$ cat src/rtl/ixc_assign_pipe.sv
// Elastic WIDTH-bit R->L carrier with DEPTH valid/ready register stages.
// DEPTH=0 collapses to a combinational assign with the same handshake semantics.
module ixc_assign_pipe #(
    parameter int WIDTH = 72,
    parameter int DEPTH = 2,
    parameter int CW    = (DEPTH < 1) ? 1 : $clog2(DEPTH + 1)
) (
    input  logic             clk,
    input  logic             rst_n,
    input  logic [WIDTH-1:0] R,
    input  logic             r_valid,
    output logic             r_ready,
    output logic [WIDTH-1:0] L,
    output logic             l_valid,
    input  logic             l_ready,
    input  logic             flush,
    output logic [CW-1:0]    count
);

    generate
        if (DEPTH == 0) begin : g_comb
            // Clock and reset have no function without storage.
            logic unused_clk;
            assign unused_clk = clk ^ rst_n;

            assign L       = R;
            assign l_valid = r_valid & ~flush;
            assign r_ready = l_ready & ~flush;
            assign count   = '0;
        end else begin : g_pipe
            logic [DEPTH-1:0]            v_q, v_d;
            logic [DEPTH-1:0][WIDTH-1:0] d_q, d_d;
            logic [DEPTH-1:0]            rdy;
            logic [CW-1:0]               cnt;

            // A stage can take a word if it is empty or everything downstream can shift.
            always_comb begin
                logic acc;
                rdy = '0;
                acc = l_ready;
                for (int i = DEPTH - 1; i >= 0; i--) begin
                    acc    = acc | ~v_q[i];
                    rdy[i] = acc;
                end
            end

            always_comb begin
                logic             up_v;
                logic [WIDTH-1:0] up_d;
                v_d  = v_q;
                d_d  = d_q;
                up_v = r_valid;
                up_d = R;
                for (int i = 0; i < DEPTH; i++) begin
                    if (flush) begin
                        v_d[i] = 1'b0;
                    end else if (rdy[i]) begin
                        v_d[i] = up_v;
                        d_d[i] = up_d;
                    end
                    up_v = v_q[i];
                    up_d = d_q[i];
                end
            end

            always_ff @(posedge clk or negedge rst_n) begin
                if (!rst_n) begin
                    v_q <= '0;
                    d_q <= '0;
                end else begin
                    v_q <= v_d;
                    d_q <= d_d;
                end
            end

            always_comb begin
                cnt = '0;
                for (int i = 0; i < DEPTH; i++) cnt = cnt + CW'(v_q[i]);
            end

            assign r_ready = rdy[0] & ~flush;
            assign l_valid = v_q[DEPTH-1] & ~flush;
            assign L       = d_q[DEPTH-1];
            assign count   = cnt;
        end
    endgenerate

endmodule

$ cat config.mk
export PLATFORM = sky130hd
export DESIGN_NAME = ixc_assign_pipe
export DESIGN_NICKNAME = d
export VERILOG_FILES = /design/src/rtl/ixc_assign_pipe.sv
export SDC_FILE = /design/constraint.sdc
export NUM_CORES = 1
export LEC_CHECK = 0
export ABC_AREA = 1
export CAP_MARGIN = 20
export CORE_ASPECT_RATIO = 0.8
export CORE_MARGIN = 2
export CORE_UTILIZATION = 35
export CTS_BUF_LIST = sky130_fd_sc_hd__clkbuf_8
export DETAILED_ROUTE_END_ITERATION = 12
export DONT_BUFFER_PORTS = 1
export GPL_TIMING_DRIVEN = 0
export PLACE_DENSITY = 0.52
export SYNTH_ARGS = -nofsm -noshare
export SYNTH_HDL_FRONTEND = slang
export SYNTH_SLANG_ARGS = --single-unit
$ cat constraint.sdc
create_clock -name clk -period 3.1 [get_ports clk]
set_input_delay 0.31 -clock clk [delete_from_list [all_inputs] [get_ports clk]]
set_output_delay 0.31 -clock clk [all_outputs]
set_load 0.005 [all_outputs]
==> results of run 1 <==
layer usage:
metal  track usage  vias to the layer above  wire, microns
met5             0                        -              0
met4        0.0476                        0            200
met3        0.0495                       17           1020
met2         0.269                      152           7480
met1         0.218                     2391           7060
li1              -                     2366              -
logic make-up after synthesis:
kind of cell | synth area share
AO/OA/AOI/OAI | 0.00152
flip-flops | 0.556
buffers and inverters | 0.160
AND/OR/NAND/NOR | 0.281
adder cells (fa/ha/maj) | 0.00190
final timing paths:
path / cells after the start / end
worst min-delay path: 0 / g_pipe.d_q[41]$_DFFE_PN0P_
min in group clk: 2 / g_pipe.d_q[34]$_DFFE_PN0P_
worst max-delay path: 4 / r_ready
worst min register to register: 2 / g_pipe.d_q[15]$_DFFE_PN0P_
worst max register to register: 5 / g_pipe.d_q[68]$_DFFE_PN0P_
max in group asynchronous: 0 / g_pipe.d_q[16]$_DFFE_PN0P_
metrics by stage:
step | worst slack (ns) | instance area, sq um | power (mW)
2_1_floorplan | 1.96 | 6580 | 2.74
3_3_place_gp | 1.76 | 6890 | 2.86
3_5_place_dp | 1.74 | 6890 | 2.87
4_1_cts | 1.24 | 7960 | 4.32
5_1_grt | 1.21 | 7960 | 4.50
6_report | 1.31 | 7960 | 4.26
power by group through the flow:
stage	sequential (mW)	combinational, mW	clock (mW)
floorplan	2.24	0.497	0
global placement	2.27	0.586	0
detailed placement	2.28	0.596	0
CTS	2.24	0.673	1.40
global route	2.27	0.745	1.48
finish	2.24	0.662	1.36
registers in the layout, indices dropped and copies added, names as in the netlist:
register	cells
L	72
g_pipe.d_q	72
g_pipe.v_q	2
cell usage in the layout, fill, tap and decap left out, types with 4 or more instances in the layout:
cell type / synthesis / final
dlygate4sd3_1: 0 / 72
nand3_1: 144 / 144
buf_12: 4 / 4
dfrtp_1: 146 / 146
clkbuf_8: 11 / 29
buf_4: 73 / 73
buf_6: 17 / 17
buf_2: 13 / 13
nand2_1: 291 / 291
inv_1: 3 / 6
clkinv_2: 0 / 5
cell type report:
class,instances,area [sq um],share of cell area
sequential,146,3650,0.459
multi-input combinational,442,1870,0.235
buffer,118,1040,0.130
timing repair buffer,72,721,0.0905
tap,253,317,0.0398
clock buffer,18,248,0.0311
clock inverter,13,98.8,0.0124
inverter,4,15.0,0.00189
==> metrics.txt, run 1 <==
Filler cells 1854; largest net degree at the start of global routing 147; Syn-to-layout area delta 21.0%; Starting Density 0.360; CTS tree done; HP Class in -> async; Fmax 0.558 GHz; worst r2r src g_pipe.v_q[1]$_DFFE_PN0P_; most frequent cell after synthesis nand2_1; clock insertion delay at the later pin of the skew report approximately 0.44 ns; EDFF count, synth 0; crit-path cells nand3_2, nand2_4, buf_2, inv_1; Die Width 157 microns; async set-reset flop share out of synthesis 1.00; Seq pwr share 0.526; # H-tree levels 4; Leak between 4 and 5 nW; CP max stage cell dfrtp_1; sw frac 0.269; Slew HR 0.833; CTS Buffer Depth 2; drt initial violations roughly 280; crit path DAT 1.48 ns; yosys warns 0; Comb pwr share 0.155; DRC viols 0; Ports approximately 150; ANT nets after route 0; Routed WL roughly 16000 microns; Overflow after GRT 0; iteration count of the initial detailed-routing pass 5; r2r setup slk ~1.9 ns; worst path bufs/invs 2; failing checks hold timing; Slew Limit Fails 0; minimum clock period between 1.5 and 2 ns; Worst setup startpoint g_pipe.v_q[1]$_DFFE_PN0P_; period utilisation layout 0.578; Pint approximately 3.1 mW; Vias/cell between 4 and 5; first-pass GRT wire length 25800 microns; Final Non-Filler Cells 1066; Fin Hold WS -0.443 ns; critical path type reg -> out; critical-path maximum fanout 10; vias in the first global route between 5000 and 6000; Hold-fix buffers, CTS between 70 and 80; status complete, but fails checks; clock share of power 0.319; die height between 100 and 150 microns; Yosys reg bits about 150; setup TNS 0 ns; via count 4926; Setup violations, final 0; Worst-path clk slew approximately 0.08 ns; Yosys top cell area share 0.556; initial antenna violation count 0; Sink Count roughly 150; CP endpoint kind output pin; Data required, critical path ~2.8 ns; cell area power density 536 mW/mm^2; Startpoint Class register; Synth Instances 710; Commonest cells post-synth 291 x nand2_1, 146 x dfrtp_1, 144 x nand3_1; CTS buffer count 17; RSZ-0062 raised after global routing no; ratio of cells with drive above 1 in the final layout 0.185; CTS Root Cell clkbuf_8; ANT cells 0; Final GP Congestion roughly 0.75; GRT Overall Usage 0.167; dominant synthesized flop cell dfrtp_1; DIE AREA 0.0199 sq mm; Placed Cells between 900 and 1000; Core Rows 44; Psw ~1.1 mW; Core Region around 0.018 sq mm; post-cts sizing count 0; Setup Skew ~0.0077 ns; Fin. Hold Viols ~150; Post-Syn Area between 0.006 and 0.007 sq mm; top post-synthesis cells by area dfrtp_1 56%, nand2_1 17%, nand3_1 11%; Largest stage delay, worst path just over 0.4 ns; nets 879; sequential share of the synthesized area 0.556; Buffers on Ports 0; DP HPWL between 10000 and 15000 microns; Cell variety after synth 15; maximum vdd drop 0.213 mV; cell taking the most area after synthesis dfrtp_1; Post-CTS Setup Repair Bufs 0; average cell area after synthesis 9.26 sq um; Tightest Pin Transition 0.251 ns; Finished Core Util 0.436; Post-Syn Nets 788; CP top delay family flip-flops; routed wire length per instance 14.8 microns; max cap viols 0
No activity file was read; power rests on OpenSTA's default activity.
==> run 2, diff against run 1 <==
- clock period: 3.1 -> 1.7 ns (I/O delays scaled with it)
==> metrics.txt, run 2 (synthesis results as in run 1) <==
Setup violations, final 0 (unchanged); CTS Buffer Depth 2 (unchanged); Fin Hold WS -0.580 ns (was -0.443 ns); crit-path cells nand3_2, nand2_4, inv_1 (was nand3_2, nand2_4, buf_2, inv_1); Filler cells 1846 (was 1854); DRC viols 0 (unchanged); Core Region 0.0183 sq mm (unchanged); HP Class in -> async (unchanged); period utilisation layout 0.869; GRT Overall Usage 0.166 (was 0.167); initial antenna violation count 0 (unchanged); Hold-fix buffers, CTS 74 (was 72); post-cts sizing count 0 (unchanged); largest net degree at the start of global routing 147 (unchanged); Starting Density 0.360 (unchanged); CP max stage cell dfrtp_1 (unchanged); Final GP Congestion 0.748 (unchanged); CP endpoint kind output pin (unchanged); failing checks hold timing (unchanged); Core Rows 44 (unchanged); CTS Root Cell clkbuf_8 (unchanged); DP HPWL 10400 microns (unchanged); Die Width 157 microns (unchanged); Worst Slack Setup Final 0.223 ns (was 1.31 ns); # H-tree levels 4 (unchanged); Slew Limit Fails 0 (unchanged); pre-CTS setup slack 0.478 ns (was 1.74 ns); CTS tree done (unchanged); ratio of cells with drive above 1 in the final layout 0.183 (was 0.185); max cap viols 0 (unchanged); Syn-to-layout area delta 21.3% (was 21.0%); Cell Area, Placed 0.00689 sq mm (unchanged); Setup Skew 0.00739 ns (was 0.00768 ns); die height 127 microns (unchanged); Tightest Pin Transition 0.254 ns (was 0.251 ns); area of the multi-input gates 0.00187 sq mm (unchanged); Buffers on Ports 0 (unchanged); nets 880 (was 879); Post-CTS Setup Repair Bufs 0 (unchanged); critical path type reg -> out (unchanged); ANT nets after route 0 (unchanged); RSZ-0062 raised after global routing no (unchanged); final non-filler cell area 0.00798 sq mm (was 0.00796 sq mm); clock insertion delay at the later pin of the skew report 0.44 ns (about the same); Vias/cell 4.61 (was 4.62); Fmax roughly 0.68 GHz; leading cell type in the layout, fill and taps excluded nand2_1 (unchanged); cell area power density 974 mW/mm^2 (was 536 mW/mm^2); status complete, but fails checks (unchanged); crit path DAT 1.31 ns (was 1.48 ns); minimum clock period 1.48 ns; setup TNS 0 ns (unchanged); Worst-path clk slew 0.08 ns (about the same); Sink Count 146 (unchanged); vias in the first global route 5015 (was 5028); Data required, critical path 1.53 ns (was 2.79 ns); via count 4917 (was 4926); Slew HR 0.831 (was 0.833); routed wire length per instance 14.7 microns (was 14.8 microns); Fin. Hold Viols 146 (unchanged); DIE AREA 0.0199 sq mm (unchanged); drt initial violations 277 (was 275); Startpoint Class register (unchanged); Largest stage delay, worst path 0.41 ns (about the same); critical-path maximum fanout 19 (was 10); first-pass GRT wire length 25800 microns (about the same); Overflow after GRT 0 (unchanged); Routed WL 15700 microns (was 15800 microns); Ports 153 (unchanged); Leak 4.20 nW (about the same); sequential standard cell area 0.00365 sq mm (unchanged); most frequent cells in the layout 291 x nand2_1, 146 x dfrtp_1, 144 x nand3_1 (unchanged); maximum vdd drop 0.390 mV (was 0.213 mV); CTS buffer count 17 (unchanged); ANT cells 0 (unchanged); iteration count of the initial detailed-routing pass 4 (was 5); r2r setup slk 0.41 ns (was 1.90 ns); Worst R2R Path Depth 5 (unchanged)
run 2: worst paths after layout:
check,from,end
max in group asynchronous,rst_n,g_pipe.d_q[16]$_DFFE_PN0P_
max,g_pipe.v_q[1]$_DFFE_PN0P_,r_ready
min reg2reg,g_pipe.d_q[71]$_DFFE_PN0P_,g_pipe.d_q[71]$_DFFE_PN0P_
max reg2reg,g_pipe.v_q[1]$_DFFE_PN0P_,g_pipe.d_q[68]$_DFFE_PN0P_
min,rst_n,g_pipe.d_q[41]$_DFFE_PN0P_
min in group clk,flush,L[71]$_DFFE_PN0P_
run 2: area by class of cell:
type                       instances  share of cell area
multi-input combinational        442               0.235
timing repair buffer              74              0.0929
buffer                           117               0.129
inverter                           4             0.00188
tap                              253              0.0397
clock buffer                      18              0.0311
sequential                       146               0.458
clock inverter                    13              0.0124
run 2: routing by layer:
layer | GRT usage | vias to the layer above | wire [microns]
met4 | 0.0476 | 0 | 188
li1 | - | 2366 | -
met2 | 0.269 | 150 | 7450
met1 | 0.217 | 2388 | 7060
met3 | 0.0492 | 13 | 1020
met5 | 0 | - | 0
run 2: critical path, delay by kind of cell (launching register included):
kind          cells  cell delay, ns
simple gates      2            0.37
buf+inv           1            0.09
flops             1            0.41
run 2: power breakdown:
group	leakage, nW	internal [mW]	total (mW)	switching, mW
sequential	1.81	3.86	4.09	0.226
clock	0.188	1.16	2.47	1.31
combinational	2.21	0.665	1.21	0.543
total	4.20	5.69	7.77	2.08
run 2: stage by stage:
step	power, mW	util	cells	hold slack (ns)
after floorplan	4.99	-	710	-0.126
after global placement	5.21	0.377	963	-0.120
after detailed placement	5.24	0.377	963	-0.120
after CTS	7.88	0.436	1067	-0.615
after global routing	8.20	0.436	1067	-0.625
final	7.77	0.436	1067	-0.580
==> run 3, diff against run 2 <==
- CORE_UTILIZATION: 35 -> 45
- PLACE_DENSITY: 0.52 -> 0.63
==> metrics.txt, run 3 (synthesis results as in run 1) <==
CTS tree done (unchanged); Fin Hold WS -0.591 ns (was -0.580 ns); final non-filler cell area 0.00786 sq mm (was 0.00798 sq mm); Hold-fix buffers, CTS 74 (unchanged); Ports 153 (unchanged); sequential standard cell area 0.00365 sq mm (unchanged); CP top delay family flip-flops (unchanged); CP max stage cell dfrtp_1 (unchanged); Slew HR 0.836 (was 0.831); DRC viols 0 (unchanged); GRT Overall Usage 0.203 (was 0.166); Largest stage delay, worst path 0.42 ns (was 0.41 ns); Starting Density 0.460 (was 0.360); Final GP Congestion 0.793 (was 0.748); Leak 4.20 nW (about the same); minimum clock period 1.50 ns (was 1.48 ns); crit path DAT 1.33 ns (was 1.31 ns); critical path type reg -> out (unchanged); Filler cells 1284 (was 1846); failing checks hold timing (unchanged); routed wire length per instance 15.1 microns (was 14.7 microns); Worst-path clk slew 0.08 ns (about the same); Fin. Hold Viols 146 (unchanged); Core Rows 39 (was 44); leading cell type in the layout, fill and taps excluded nand2_1 (unchanged); Startpoint Class register (unchanged); Post-CTS Setup Repair Bufs 0 (unchanged); Vias/cell 4.92 (was 4.61); critical-path maximum fanout 19 (unchanged); setup TNS 0 ns (unchanged); Die Width 139 microns (was 157 microns); CTS Root Cell clkbuf_8 (unchanged); worst path bufs/invs 1 (unchanged); Cell Area, Placed 0.00681 sq mm (was 0.00689 sq mm); Core Region 0.0143 sq mm (was 0.0183 sq mm); Tightest Pin Transition 0.245 ns (was 0.254 ns); drt initial violations 311 (was 277); Sink Count 146 (unchanged); CTS Buffer Depth 2 (unchanged); nets 880 (unchanged); RSZ-0062 raised after global routing no (unchanged); HP Class in -> async (unchanged); # H-tree levels 4 (unchanged); clock insertion delay at the later pin of the skew report 0.45 ns (was 0.44 ns); first-pass GRT wire length 25100 microns (was 25800 microns); iteration count of the initial detailed-routing pass 5 (was 4); period utilisation layout 0.880 (was 0.869); Setup violations, final 0 (unchanged); Slew Limit Fails 0 (unchanged); status complete, but fails checks (unchanged); Overflow after GRT 0 (unchanged); crit-path cells nand3_2, nand2_4, inv_1 (unchanged); Setup Skew 0.0131 ns (was 0.00739 ns); area of the multi-input gates 0.00187 sq mm (unchanged); maximum vdd drop 0.652 mV (was 0.390 mV); ANT cells 0 (unchanged); Syn-to-layout area delta 19.5% (was 21.3%); Routed WL 15000 microns (was 15700 microns); initial antenna violation count 0 (unchanged); CP endpoint kind output pin (unchanged); most frequent cells in the layout 291 x nand2_1, 146 x dfrtp_1, 144 x nand3_1 (unchanged); die height 112 microns (was 127 microns); vias in the first global route 4972 (was 5015); Buffers on Ports 0 (unchanged); ratio of cells with drive above 1 in the final layout 0.178 (was 0.183); via count 4904 (was 4917); Data required, critical path 1.53 ns (about the same); DP HPWL 9750 microns (was 10400 microns); CTS buffer count 17 (unchanged); largest net degree at the start of global routing 147 (unchanged); max cap viols 0 (unchanged); total power 7.58 mW (was 7.77 mW); ANT nets after route 0 (unchanged); Fmax 0.668 GHz (was 0.677 GHz); cell area power density 965 mW/mm^2 (was 974 mW/mm^2); DIE AREA 0.0156 sq mm (was 0.0199 sq mm)
-- run 3: cell count changes in the layout (fill, tap and decap cells not counted) --
cell and change:
inv_1 +3, bufinv_16 -1, clkinv_2 -2, clkinv_4 -1, clkbuf_8 +1, clkinvlp_4 -1
-- run 3: final timing paths --
kind / startpoint / end / slack (ns) / depth (start not counted)
max: g_pipe.v_q[1]$_DFFE_PN0P_ / r_ready / 0.20 / 3
max reg2reg: g_pipe.v_q[1]$_DFFE_PN0P_ / g_pipe.d_q[68]$_DFFE_PN0P_ / 0.42 / 5
min reg2reg: g_pipe.d_q[41]$_DFFE_PN0P_ / g_pipe.d_q[41]$_DFFE_PN0P_ / 0.47 / 2
min: rst_n / L[55]$_DFFE_PN0P_ / -0.59 / 0
max in group asynchronous: rst_n / g_pipe.d_q[32]$_DFFE_PN0P_ / 2.08 / 0
min in group clk: flush / L[0]$_DFFE_PN0P_ / 0.08 / 4
-- run 3: area by class of cell --
| cell class | count | area share |
|---|---|---|
| sequential | 146 | 0.465 |
| clock inverter | 11 | 0.00685 |
| clock buffer | 19 | 0.0333 |
| timing repair buffer | 74 | 0.0943 |
| buffer | 117 | 0.131 |
| tap | 184 | 0.0293 |
| multi-input combinational | 442 | 0.238 |
| inverter | 4 | 0.00191 |
-- run 3: layer usage --
metal,part of all wire,global-route usage,vias up
li1,-,-,2375
met1,0.45,0.272,2357
met2,0.48,0.327,153
met3,0.055,0.0401,19
met4,0.017,0.0815,0
met5,0,0,-
-- run 3: through the flow --
stage | setup WS [ns] | std cells | util
after floorplan | 0.702 | 710 | -
after global placement | 0.501 | 894 | 0.476
after detailed placement | 0.502 | 894 | 0.476
after CTS | 0.161 | 997 | 0.550
after global routing | 0.100 | 997 | 0.550
final | 0.204 | 997 | 0.550
-- run 3: repair_timing --
| item | in CTS | in global routing |
|---|---|---|
| endpoints found under the setup margin | 1 | 0 |
| gates resized for setup | 0 | 0 |
| endpoints found under the hold margin | 220 | 146 |
-- run 3: report_power, final --
group          internal (mW)  switching (mW)  leakage [nW]
Combinational          0.664           0.541          2.21
Clock                   1.03            1.25         0.185
Sequential              3.87           0.233          1.81
